<file path="config.mk">
export PLATFORM = sky130hd
export DESIGN_NAME = updown_sweep_ctrl_flat
export DESIGN_NICKNAME = d
export VERILOG_FILES = /design/src/rtl/updown_sweep_ctrl_if.sv /design/src/rtl/updown_sweep_ctrl.sv /design/src/flat_wrapper.sv
export SDC_FILE = /design/constraint.sdc
export NUM_CORES = 1
export LEC_CHECK = 0
export BUFFER_PORTS_ARGS = -buffer_cell sky130_fd_sc_hd__buf_4
export CAP_MARGIN = 20
export CORE_MARGIN = 8
export CORE_UTILIZATION = 49
export DETAILED_ROUTE_END_ITERATION = 6
export GPL_ROUTABILITY_DRIVEN = 0
export GPL_TIMING_DRIVEN = 0
export PLACE_DENSITY = 0.76
export SYNTH_ARGS = -nofsm -noshare
export SYNTH_HDL_FRONTEND = slang
export SYNTH_SLANG_ARGS = --single-unit
</file>
<file path="constraint.sdc">
create_clock -name clk -period 2.15 [get_ports clk]
set_clock_uncertainty 0.15 [all_clocks]
set_input_delay 0.215 -clock clk [delete_from_list [all_inputs] [get_ports clk]]
set_output_delay 0.215 -clock clk [all_outputs]
set_load 0.005 [all_outputs]
</file>
<file path="src/rtl/updown_sweep_ctrl_if.sv">
// rtl/updown_sweep_ctrl_if.sv - counter-side signal bundle between the sweep sequencer and the up/down counter
interface updown_sweep_ctrl_if #(
    parameter int WIDTH = 3
);
    logic             cnt_en;
    logic             cnt_mode;
    logic             cnt_ld;
    logic [WIDTH-1:0] cnt_d;
    logic [WIDTH-1:0] cnt_q;

    modport master (output cnt_en, cnt_mode, cnt_ld, cnt_d, input cnt_q);
    modport slave  (input cnt_en, cnt_mode, cnt_ld, cnt_d, output cnt_q);
endinterface

</file>
<file path="src/rtl/updown_sweep_ctrl.sv">
// rtl/updown_sweep_ctrl.sv - ping-pong sweep sequencer for an up/down counter
// Optional hold input enabled by defining SWEEP_CTRL_HOLD_EN.
module updown_sweep_ctrl #(
    parameter int WIDTH = 3,
    parameter int DWELL = 2
) (
    input  logic                clk,
    input  logic                reset,
    input  logic                start,
    input  logic                stop,
`ifdef SWEEP_CTRL_HOLD_EN
    input  logic                hold,
`endif
    input  logic [WIDTH-1:0]    lo,
    input  logic [WIDTH-1:0]    hi,
    input  logic [7:0]          n_sweeps,
    updown_sweep_ctrl_if.master cnt,
    output logic                busy,
    output logic                done,
    output logic                aborted,
    output logic                err,
    output logic [7:0]          sweeps
);
    localparam int DCW = (DWELL > 1) ? $clog2(DWELL) : 1;

    typedef enum logic [2:0] {
        S_IDLE,
        S_LOAD,
        S_UP,
        S_DWELL_HI,
        S_DOWN,
        S_DWELL_LO
    } state_t;

    state_t           state;
    logic [WIDTH-1:0] lo_r;
    logic [WIDTH-1:0] hi_r;
    logic [7:0]       n_r;
    logic [DCW-1:0]   dwell_cnt;
    logic             mode_r;
    logic             ld_r;
    logic             hold_w;
    logic             cnt_en_w;
    logic             dwell_last;
    logic [7:0]       sweeps_inc;

`ifdef SWEEP_CTRL_HOLD_EN
    assign hold_w = hold;
`else
    assign hold_w = 1'b0;
`endif

    assign dwell_last = (dwell_cnt == DCW'(DWELL - 1));
    assign sweeps_inc = sweeps + 8'd1;

    // Gating with stop keeps the counter frozen on the abort edge itself.
    always_comb begin
        cnt_en_w = 1'b0;
        if (!stop && !hold_w) begin
            if (state == S_UP)
                cnt_en_w = (cnt.cnt_q < hi_r);
            else if (state == S_DOWN)
                cnt_en_w = (cnt.cnt_q > lo_r);
        end
    end

    assign cnt.cnt_en   = cnt_en_w;
    assign cnt.cnt_mode = mode_r;
    assign cnt.cnt_ld   = ld_r;
    assign cnt.cnt_d    = lo_r;

    always_ff @(posedge clk or posedge reset) begin
        if (reset) begin
            state     <= S_IDLE;
            lo_r      <= '0;
            hi_r      <= '0;
            n_r       <= '0;
            dwell_cnt <= '0;
            mode_r    <= 1'b0;
            ld_r      <= 1'b0;
            busy      <= 1'b0;
            done      <= 1'b0;
            aborted   <= 1'b0;
            err       <= 1'b0;
            sweeps    <= '0;
        end else begin
            done    <= 1'b0;
            aborted <= 1'b0;
            err     <= 1'b0;
            ld_r    <= 1'b0;
            if (state != S_IDLE && stop) begin
                state   <= S_IDLE;
                busy    <= 1'b0;
                mode_r  <= 1'b0;
                aborted <= 1'b1;
            end else begin
                case (state)
                    S_IDLE: begin
                        if (start && !stop) begin
                            if (lo < hi) begin
                                lo_r   <= lo;
                                hi_r   <= hi;
                                n_r    <= n_sweeps;
                                sweeps <= '0;
                                ld_r   <= 1'b1;
                                busy   <= 1'b1;
                                state  <= S_LOAD;
                            end else begin
                                err <= 1'b1;
                            end
                        end
                    end
                    S_LOAD: state <= S_UP;
                    S_UP: begin
                        if (!hold_w && cnt.cnt_q >= hi_r) begin
                            dwell_cnt <= '0;
                            state     <= S_DWELL_HI;
                        end
                    end
                    S_DWELL_HI: begin
                        if (!hold_w) begin
                            if (dwell_last) begin
                                mode_r <= 1'b1;
                                state  <= S_DOWN;
                            end else begin
                                dwell_cnt <= dwell_cnt + 1'b1;
                            end
                        end
                    end
                    S_DOWN: begin
                        if (!hold_w && cnt.cnt_q <= lo_r) begin
                            mode_r    <= 1'b0;
                            dwell_cnt <= '0;
                            state     <= S_DWELL_LO;
                        end
                    end
                    S_DWELL_LO: begin
                        if (!hold_w) begin
                            if (dwell_last) begin
                                sweeps <= sweeps_inc;
                                if (n_r != 8'd0 && sweeps_inc == n_r) begin
                                    busy  <= 1'b0;
                                    done  <= 1'b1;
                                    state <= S_IDLE;
                                end else begin
                                    state <= S_UP;
                                end
                            end else begin
                                dwell_cnt <= dwell_cnt + 1'b1;
                            end
                        end
                    end
                    default: state <= S_IDLE;
                endcase
            end
        end
    end
endmodule

</file>
<file path="src/flat_wrapper.sv">
// flat-port wrapper written by rule: the top's interface ports become plain ports
module updown_sweep_ctrl_flat 
#(
    parameter int WIDTH = 3,
    parameter int DWELL = 2
)
  (clk, reset, start, stop, lo, hi, n_sweeps, busy, done, aborted, err, sweeps, cnt_cnt_en, cnt_cnt_mode, cnt_cnt_ld, cnt_cnt_d, cnt_cnt_q);
  updown_sweep_ctrl_if #(.WIDTH(WIDTH)) cnt_i ();
  input  logic clk;
  input  logic reset;
  input  logic start;
  input  logic stop;
  input  logic [WIDTH-1:0] lo;
  input  logic [WIDTH-1:0] hi;
  input  logic [7:0] n_sweeps;
  output logic busy;
  output logic done;
  output logic aborted;
  output logic err;
  output logic [7:0] sweeps;
  output wire logic [$bits(cnt_i.cnt_en)-1:0] cnt_cnt_en;
  output wire logic [$bits(cnt_i.cnt_mode)-1:0] cnt_cnt_mode;
  output wire logic [$bits(cnt_i.cnt_ld)-1:0] cnt_cnt_ld;
  output wire logic [$bits(cnt_i.cnt_d)-1:0] cnt_cnt_d;
  input wire logic [$bits(cnt_i.cnt_q)-1:0] cnt_cnt_q;
  assign cnt_cnt_en = cnt_i.cnt_en;
  assign cnt_cnt_mode = cnt_i.cnt_mode;
  assign cnt_cnt_ld = cnt_i.cnt_ld;
  assign cnt_cnt_d = cnt_i.cnt_d;
  assign cnt_i.cnt_q = cnt_cnt_q;
  updown_sweep_ctrl #(.WIDTH(WIDTH), .DWELL(DWELL)) u_core (.clk(clk), .reset(reset), .start(start), .stop(stop), .lo(lo), .hi(hi), .n_sweeps(n_sweeps), .cnt(cnt_i), .busy(busy), .done(done), .aborted(aborted), .err(err), .sweeps(sweeps));
endmodule
</file>
# After elaboration in Yosys (flattened, before gate mapping)
# Cells that the tools add are included.
# totals
register_bits	32
inputBits	21
out_inout_bits	18
wordCells	98
# op_classes
add_sub_neg	2
magnitude_cmp	5
n_eq_ne	18
muxes	42
bitwise_logic	1
reduce_logical	18
# ops
op	n
$mux W1	26
$mux W8	3
$mux W3	7
$pmux W3 S6	1
$pmux W8 S2	1
$ne A3 B1 Y1 const B	5
$reduce_bool A3 Y1	4
$reduce_and A5 Y1	2
$add A8 B1 Y8 const B	1
$eq A8 B8 Y1	1
$reduce_and A4 Y1	2
$reduce_bool A8 Y1	1
$eq A3 B2 Y1 const B	2
$eq A3 B3 Y1 const B	2
$lt A3 B3 Y1	2
$ne A2 B1 Y1 const B	3
$ne A3 B3 Y1 const B	2
$reduce_and A6 Y1	1
$ne A2 B2 Y1 const B	2
$pmux W1 S2	2
$eq A3 B1 Y1 const B	1
$ge A3 B3 Y1	1
$gt A3 B3 Y1	1
$le A3 B3 Y1	1
other kinds (10)	12

# Logic depth before layout (Yosys ltp)
# Gate-level depths: netlist of run 1.
# logic_depth
ltp_word	7
mapped_depth	10
ltp_nobuf	9

# Worst setup path before layout of run 1
# Ideal clock, no wire load.
# synth_timing
path_kind	register to register
startpoint	register u_core.lo_r[1], in the netlist u_core.cnt.cnt_d[1]
endpoint	register u_core.state[1]
t_arrival_ns	1.937
t_required_ns	1.890
slack_ns	-0.048
stages_incl_launch_ff	9
path_buffers	0
period_less_slack_ns	2.198
cell_sequence	dfrtp_1 inv_1 ha_1 nor2b_1 o21a_1 o2111ai_2 o21ai_0 a211o_1 o41ai_1
# synth_between
elab_chain_len	3
# synth_rtl
item	line_no	text
from (decl)	updown_sweep_ctrl.sv:36	logic [WIDTH-1:0] lo_r;
from (signal assigned)	updown_sweep_ctrl.sv:101	lo_r <= lo;
$le A3 B3 Y1	updown_sweep_ctrl.sv:131	if (!hold_w && cnt.cnt_q <= lo_r) begin
$ne A3 B3 Y1 (no line)	-	
$reduce_and A6 Y1 (no line)	-	
to (signal assigned)	updown_sweep_ctrl.sv:134	state <= S_DWELL_LO;
to (signal assigned)	updown_sweep_ctrl.sv:144	state <= S_IDLE;
to (signal assigned)	updown_sweep_ctrl.sv:146	state <= S_UP;
to (decl)	updown_sweep_ctrl.sv:35	state_t state;
# Every way passes these cells.
# A chain may end at the register's enable or synchronous reset.

# Final worst setup path of run 1
# Same ends and word-level chain as after synthesis.

==> results of run 1 <==
-- repair_timing --
| action | CTS | global route |
|---|---|---|
| hold buffers | 3 | 0 |
| setup endpoints to repair | 6 | 19 |
| buffers inserted | 3 | 9 |
| pin swaps | 4 | 9 |
| gates resized for setup | 7 | 18 |
| endpoints found under the hold margin | 14 | 0 |
-- cells by family after synthesis --
logic type	count (synthesis)	share of synthesized area
compound gates	46	0.156
xor+xnor	10	0.0464
fa+ha+maj	10	0.0649
buf+inv	22	0.0524
flops	32	0.424
mux	13	0.0762
simple gates	65	0.180
-- flip-flops by register name, indices dropped and copies added (netlist names) --
signal,count
u_core.aborted,1
u_core.busy,1
u_core.cnt.cnt_d,3
u_core.cnt.cnt_ld,1
u_core.cnt.cnt_mode,1
u_core.done,1
u_core.dwell_cnt,1
u_core.err,1
u_core.hi_r,3
u_core.n_r,8
u_core.state,3
u_core.sweeps,8
-- routing by layer --
metal,vias to the layer above,track usage
met5,-,0
met4,0,0.0630
met3,13,0.0433
met2,57,0.218
met1,785,0.177
li1,815,-
-- final timing paths --
path | cells past startpoint | startpoint | slack, ns | endpoint
worst max register to register | 9 | u_core.cnt.cnt_d[1] | -0.05 | u_core.state[1]
min in group asynchronous | 3 | reset | 0.40 | u_core.n_r[1]
max in group asynchronous | 4 | reset | 0.96 | u_core.cnt.cnt_d[2]
worst min-delay path | 3 | lo[2] | 0.002 | u_core.cnt.cnt_d[2]
worst max-delay path | 9 | u_core.cnt.cnt_d[1] | -0.05 | u_core.state[1]
worst min register to register | 1 | u_core.hi_r[0] | 0.37 | u_core.hi_r[0]
-- cell usage after synthesis (all sizes together) (8+ instances only) --
cell	number	area, sq um
a21oi	8	40.0
xnor2	8	70.1
o21ai	22	110
ha	9	113
nand3	8	40.0
nand2	15	56.3
inv	12	45.0
dfrtp	32	801
mux2	11	124
nor2	14	55.1
-- metrics by stage --
step | std cells | util
after floorplan | 198 | -
after global placement | 284 | 0.607
after detailed placement | 285 | 0.614
after CTS | 298 | 0.659
after global routing | 307 | 0.693
final | 307 | 0.693
-- worst max-delay path: cells and delay by family (launching register included) --
kind	cells	cell delay (ns)
AND/OR/NAND/NOR	1	0.12
adder cells (fa/ha/maj)	1	0.19
flip-flops	1	0.38
buffers and inverters	1	0.08
AO/OA/AOI/OAI	6	1.14
-- power by group --
part           leakage [nW]  switching (mW)  internal [mW]
logic                 0.716           0.632          0.678
clock network        0.0455           0.211          0.261
registers             0.408           0.152          0.804
-- layout make-up --
class,instances,area share
multi-input combinational,144,0.418
sequential,32,0.315
timing repair buffer,54,0.169
clock buffer,8,0.0353
tap,48,0.0235
buffer,9,0.0215
inverter,12,0.0176
==> metrics.csv, run 1 <==
stage,metric,value,unit
timing,setup TNS,-0.0903,ns
clock_tree,H-tree depth,2,
timing,RSZ-0062 raised after global routing,true,
synthesis,Cells after Synth,198,
route,vias,1670,
route,WL final,4290,um
die,initial cell density of the core,0.512,
route,Pre-antenna DRT Iters,4,
power_and_ir_drop,Pwr per Cell Area,1070,mW/mm^2
run_status,violated checks,setup timing,
min_path,HP Class,in -> reg,
die,Die Width,78.1,um
finish,post-route design area,0.00255,sq mm
route,WL per Instance,14.0,um
synthesis,cell area after synthesis,0.00189,sq mm
clock_tree,CTS tree,yes,
route,DRC Markers,0,
finish,diode count,0,
timing,crit path time final,2.20,ns
finish,fill cell total of the finished layout,291,
timing,max-slew violations,0,
synthesis,post-synthesis sequential area ratio,0.424,
clock_tree,CTS max path bufs,2,
route,Detailed Route Iter0 Violations,94,
timing,# setup viols final,3,
die,IO Count,39,
worst_setup_path,crit path DAT,2.20,ns
clock_tree,clock slew at reported path FFs,0.06,ns
finish,register area,805,sq um
route,Vias/cell,5.44,
grt,grt total ovfl,0,
clock_tree,CTS Buf Count,5,
grt,first-pass GRT wire length,7140,um
grt,gr usage total,0.141,
timing,Hold Slack,0.00202,ns
worst_setup_path,CP max stage cell,dfrtp_1,
run,max-cap violation count,0,
finish,"commonest non-fill, non-tap cell in the layout",buf_4,
timing,Final WS setup,-0.0484,ns
finish,P&R area growth vs syn,35.3,%
grt,pin count of the biggest net entering global routing,21,
route,met1 WL,1940,um
placed_design,number of I/O port buffers,38,
finish,nets@finish,288,
synthesis,Mean Syn Cell Area,9.54,sq um
power_and_ir_drop,Worst VDD drop,613,uV
route,antenna-violating nets left,0,
die,Placement Rows,22,
synthesis,number of synthesis warnings,0,
synthesis,"FF+latch count, synth",32,
worst_setup_path,Crit. End Element,flop,
route,met2 wire length,1970,um
timing,slew margin rel.,0.622,
die,Die H,78.1,um
worst_setup_path,startpoint types,flop,
timing,f_max,455,MHz
placed_design,Place WS,-0.160,ns
finish,layout cells sized above 1,0.382,
worst_setup_path,worst-path cell chain,"inv_2, ha_4, nor2b_1, o21a_1, o2111ai_2, o21ai_2, a211o_1, a32oi_2, o41ai_2",
grt,antenna violations before repair,0,
timing,Slew @ Worst Pin,0.567,ns
synthesis,top_reg_cell synth,dfrtp_1,
worst_setup_path,critical path's largest stage delay,0.38,ns
timing,final period utilization,1.02,
run_status,status,finished with violations,
synthesis,asr flop ratio synth,1.00,
clock_tree,clk sink count,32,
power_and_ir_drop,Leak,1.17,nW
die,DIE AREA,0.00610,sq mm
die,CORE AREA,0.00369,sq mm
route,top routing layer in use,met4,
placed_design,Detailed Place HPWL,3110,um
finish,most frequent cells in the layout,"51 x buf_4, 29 x dfrtp_1, 17 x o21ai_0",
clock_tree,CTS root buf,clkbuf_8,
synthesis,Mapped Nets,228,
worst_setup_path,Crit Path Max Fanout,4,
power_and_ir_drop,Pwr Total,2.74,mW
finish,Multi-input gate area,0.00107,sq mm
timing,final hold vios,0,
worst_setup_path,Worst Path Required,2.15,ns
placed_design,area post-placement,0.00226,sq mm
worst_setup_path,kind of critical path,reg -> reg,
clock_tree,Clock Latency Late Sink,0.28,ns
synthesis,"EDFF count, synth",0,
grt,vias in the first global route,1591,
route,WL met3,261,um
synthesis,Yosys cell types,44,
(Power assumes the default switching activity.)
==> inputs of run 2 (changes only) <==
Settings changed: CORE_UTILIZATION 49 to 40, PLACE_DENSITY 0.76 to 0.62.
Clock period 2.15 ns to 2.1 ns, I/O delays scaled along.
==> metrics.csv, run 2 (synthesis results as in run 1) <==
stage,metric,value,unit
placed_design,Detailed Place HPWL,3270,um
power_and_ir_drop,Psw,1.11,mW
clock_tree,H-tree depth,2,
grt,antenna violations before repair,0,
timing,f_max,454,MHz
finish,P&R area growth vs syn,47.1,%
route,antenna-violating nets left,0,
finish,fill cell total of the finished layout,409,
die,initial cell density of the core,0.408,
route,Vias/cell,5.24,
clock_tree,clock slew at reported path FFs,0.07,ns
placed_design,number of I/O port buffers,38,
clock_tree,clk sink count,32,
die,IO Count,39,
power_and_ir_drop,Reg power frac,0.324,
timing,setup TNS,-0.297,ns
finish,"commonest non-fill, non-tap cell in the layout",buf_4,
timing,Final WS setup,-0.104,ns
route,DRC Markers,0,
finish,layout cells sized above 1,0.445,
run_status,violated checks,setup timing,
power_and_ir_drop,P_int,1.94,mW
worst_setup_path,crit path DAT,1.84,ns
placed_design,DP Cell Count,291,
power_and_ir_drop,switching share of power,0.364,
worst_setup_path,critical path's largest stage delay,0.38,ns
worst_setup_path,reg2reg path depth,9,
power_and_ir_drop,Pwr Total,3.05,mW
die,CORE AREA,0.00463,sq mm
timing,slew margin rel.,0.667,
route,Pre-antenna DRT Iters,4,
finish,diode count,0,
placed_design,area post-placement,0.00227,sq mm
worst_setup_path,critical path's top delay family,compound AO/OA/AOI/OAI gates,
worst_setup_path,CP Depth,8,
finish,nets@finish,293,
timing,RSZ-0062 raised after global routing,true,
grt,grt total ovfl,0,
grt,vias in the first global route,1627,
grt,first-pass GRT wire length,7980,um
clock_tree,Clock Latency Late Sink,0.29,ns
grt,gr usage total,0.139,
power_and_ir_drop,Worst VDD drop,578,uV
min_path,HP Class,in -> reg,
timing,final period utilization,1.05,
power_and_ir_drop,Logic pwr share,0.502,
die,Placement Rows,25,
timing,# setup viols final,4,
worst_setup_path,kind of critical path,reg -> out,
clock_tree,CTS max path bufs,2,
grt,pin count of the biggest net entering global routing,24,
min_path,Worst Hold Depth,2,
worst_setup_path,Worst Path Required,1.74,ns
worst_setup_path,"Buf+Inv Stages, Crit Path",3,
power_and_ir_drop,clock power share,0.174,
worst_setup_path,startpoint types,flop,
die,Die Width,84.7,um
finish,post-route design area,0.00278,sq mm
run,max-cap violation count,0,
placed_design,Place WS,-0.266,ns
worst_setup_path,Crit Path Max Fanout,2,
die,DIE AREA,0.00717,sq mm
route,vias,1661,
power_and_ir_drop,Pwr per Cell Area,1100,mW/mm^2
route,WL per Instance,15.5,um
worst_setup_path,CP max stage cell,dfrtp_1,
clock_tree,CTS Buf Count,5,
clock_tree,CTS tree,yes,
worst_setup_path,Crit. End Element,output port,
finish,most frequent cells in the layout,"53 x buf_4, 28 x dfrtp_1, 15 x nand2_1",
run_status,status,finished with violations,
finish,non-filler instance count after layout,317,
worst_setup_path,Critical Path Most Common Cell,buf_4,
route,Detailed Route Iter0 Violations,59,
timing,final hold vios,0,
timing,Slew @ Worst Pin,0.498,ns
timing,max-slew violations,0,
power_and_ir_drop,Leak,1.25,nW
clock_tree,CTS root buf,clkbuf_8,
finish,Largest regs,"u_core.n_r (8), u_core.sweeps (8)",
route,WL final,4930,um
die,Die H,84.7,um
worst_setup_path,worst-path cell chain,"inv_2, ha_4, nor2b_4, o21a_1, o2111ai_2, buf_4, a21oi_2, buf_4",
timing,crit path time final,2.20,ns
run 2: worst reg2reg max path, cell delays in order (launching register included):
cell and delay (ns):
dfrtp_1 0.38, inv_2 0.08, ha_4 0.20, nor2b_4 0.12, o21a_1 0.19, o2111ai_2 0.23, o21ai_2 0.10, a211o_1 0.34
a32oi_2 0.19, o41ai_2 0.09
run 2: layout make-up:
cell class | instances | area (sq um) | area share
multi-input combinational | 144 | 1190 | 0.429
sequential | 32 | 806 | 0.290
timing repair buffer | 60 | 490 | 0.177
clock buffer | 7 | 96.3 | 0.0347
buffer | 8 | 81.3 | 0.0293
tap | 54 | 67.6 | 0.0243
inverter | 12 | 45.0 | 0.0162
run 2: layer usage:
layer	vias up	track usage	routed length, um
li1	830	-	-
met1	785	0.174	2230
met2	38	0.222	2450
met3	8	0.0254	162
met4	0	0.0680	86
met5	-	0	0
run 2: path summary, 6_finish.rpt:
| check | startpoint | end | slack, ns |
|---|---|---|---|
| setup / recovery | u_core.cnt.cnt_d[1] | cnt_cnt_en | -0.10 |
| hold / removal | n_sweeps[0] | u_core.n_r[0] | 0.003 |
| setup reg to reg | u_core.cnt.cnt_d[1] | u_core.state[1] | -0.10 |
| hold reg to reg | u_core.hi_r[0] | u_core.hi_r[0] | 0.37 |
| max in group asynchronous | reset | u_core.n_r[7] | 0.95 |
| min in group asynchronous | reset | u_core.sweeps[5] | 0.36 |
run 2: per-stage QoR:
| stage | hold WS [ns] | util |
|---|---|---|
| 6_report | 0.00305 | 0.600 |
| 5_1_grt | 0.00250 | 0.600 |
| 4_1_cts | 0.00207 | 0.539 |
| 3_5_place_dp | 0.113 | 0.491 |
| 3_3_place_gp | 0.279 | 0.485 |
| 2_1_floorplan | 0.176 | - |
run 2: power by group through the flow:
stage / Combinational (mW) / Clock (mW) / Sequential (mW)
4_1_cts: 1.28 / 0.538 / 0.980
5_1_grt: 1.68 / 0.562 / 1.02
3_3_place_gp: 1.13 / 0 / 0.986
3_5_place_dp: 1.15 / 0 / 0.991
2_1_floorplan: 0.858 / 0 / 0.958
6_report: 1.53 / 0.532 / 0.987
run 2: what timing repair did:
action,CTS,global route
setup buffers,6,11
endpoints found under the setup margin,8,24
hold buffers,5,0
pin swaps,6,23
gates resized for setup,10,59
hold endpoints to repair,13,0
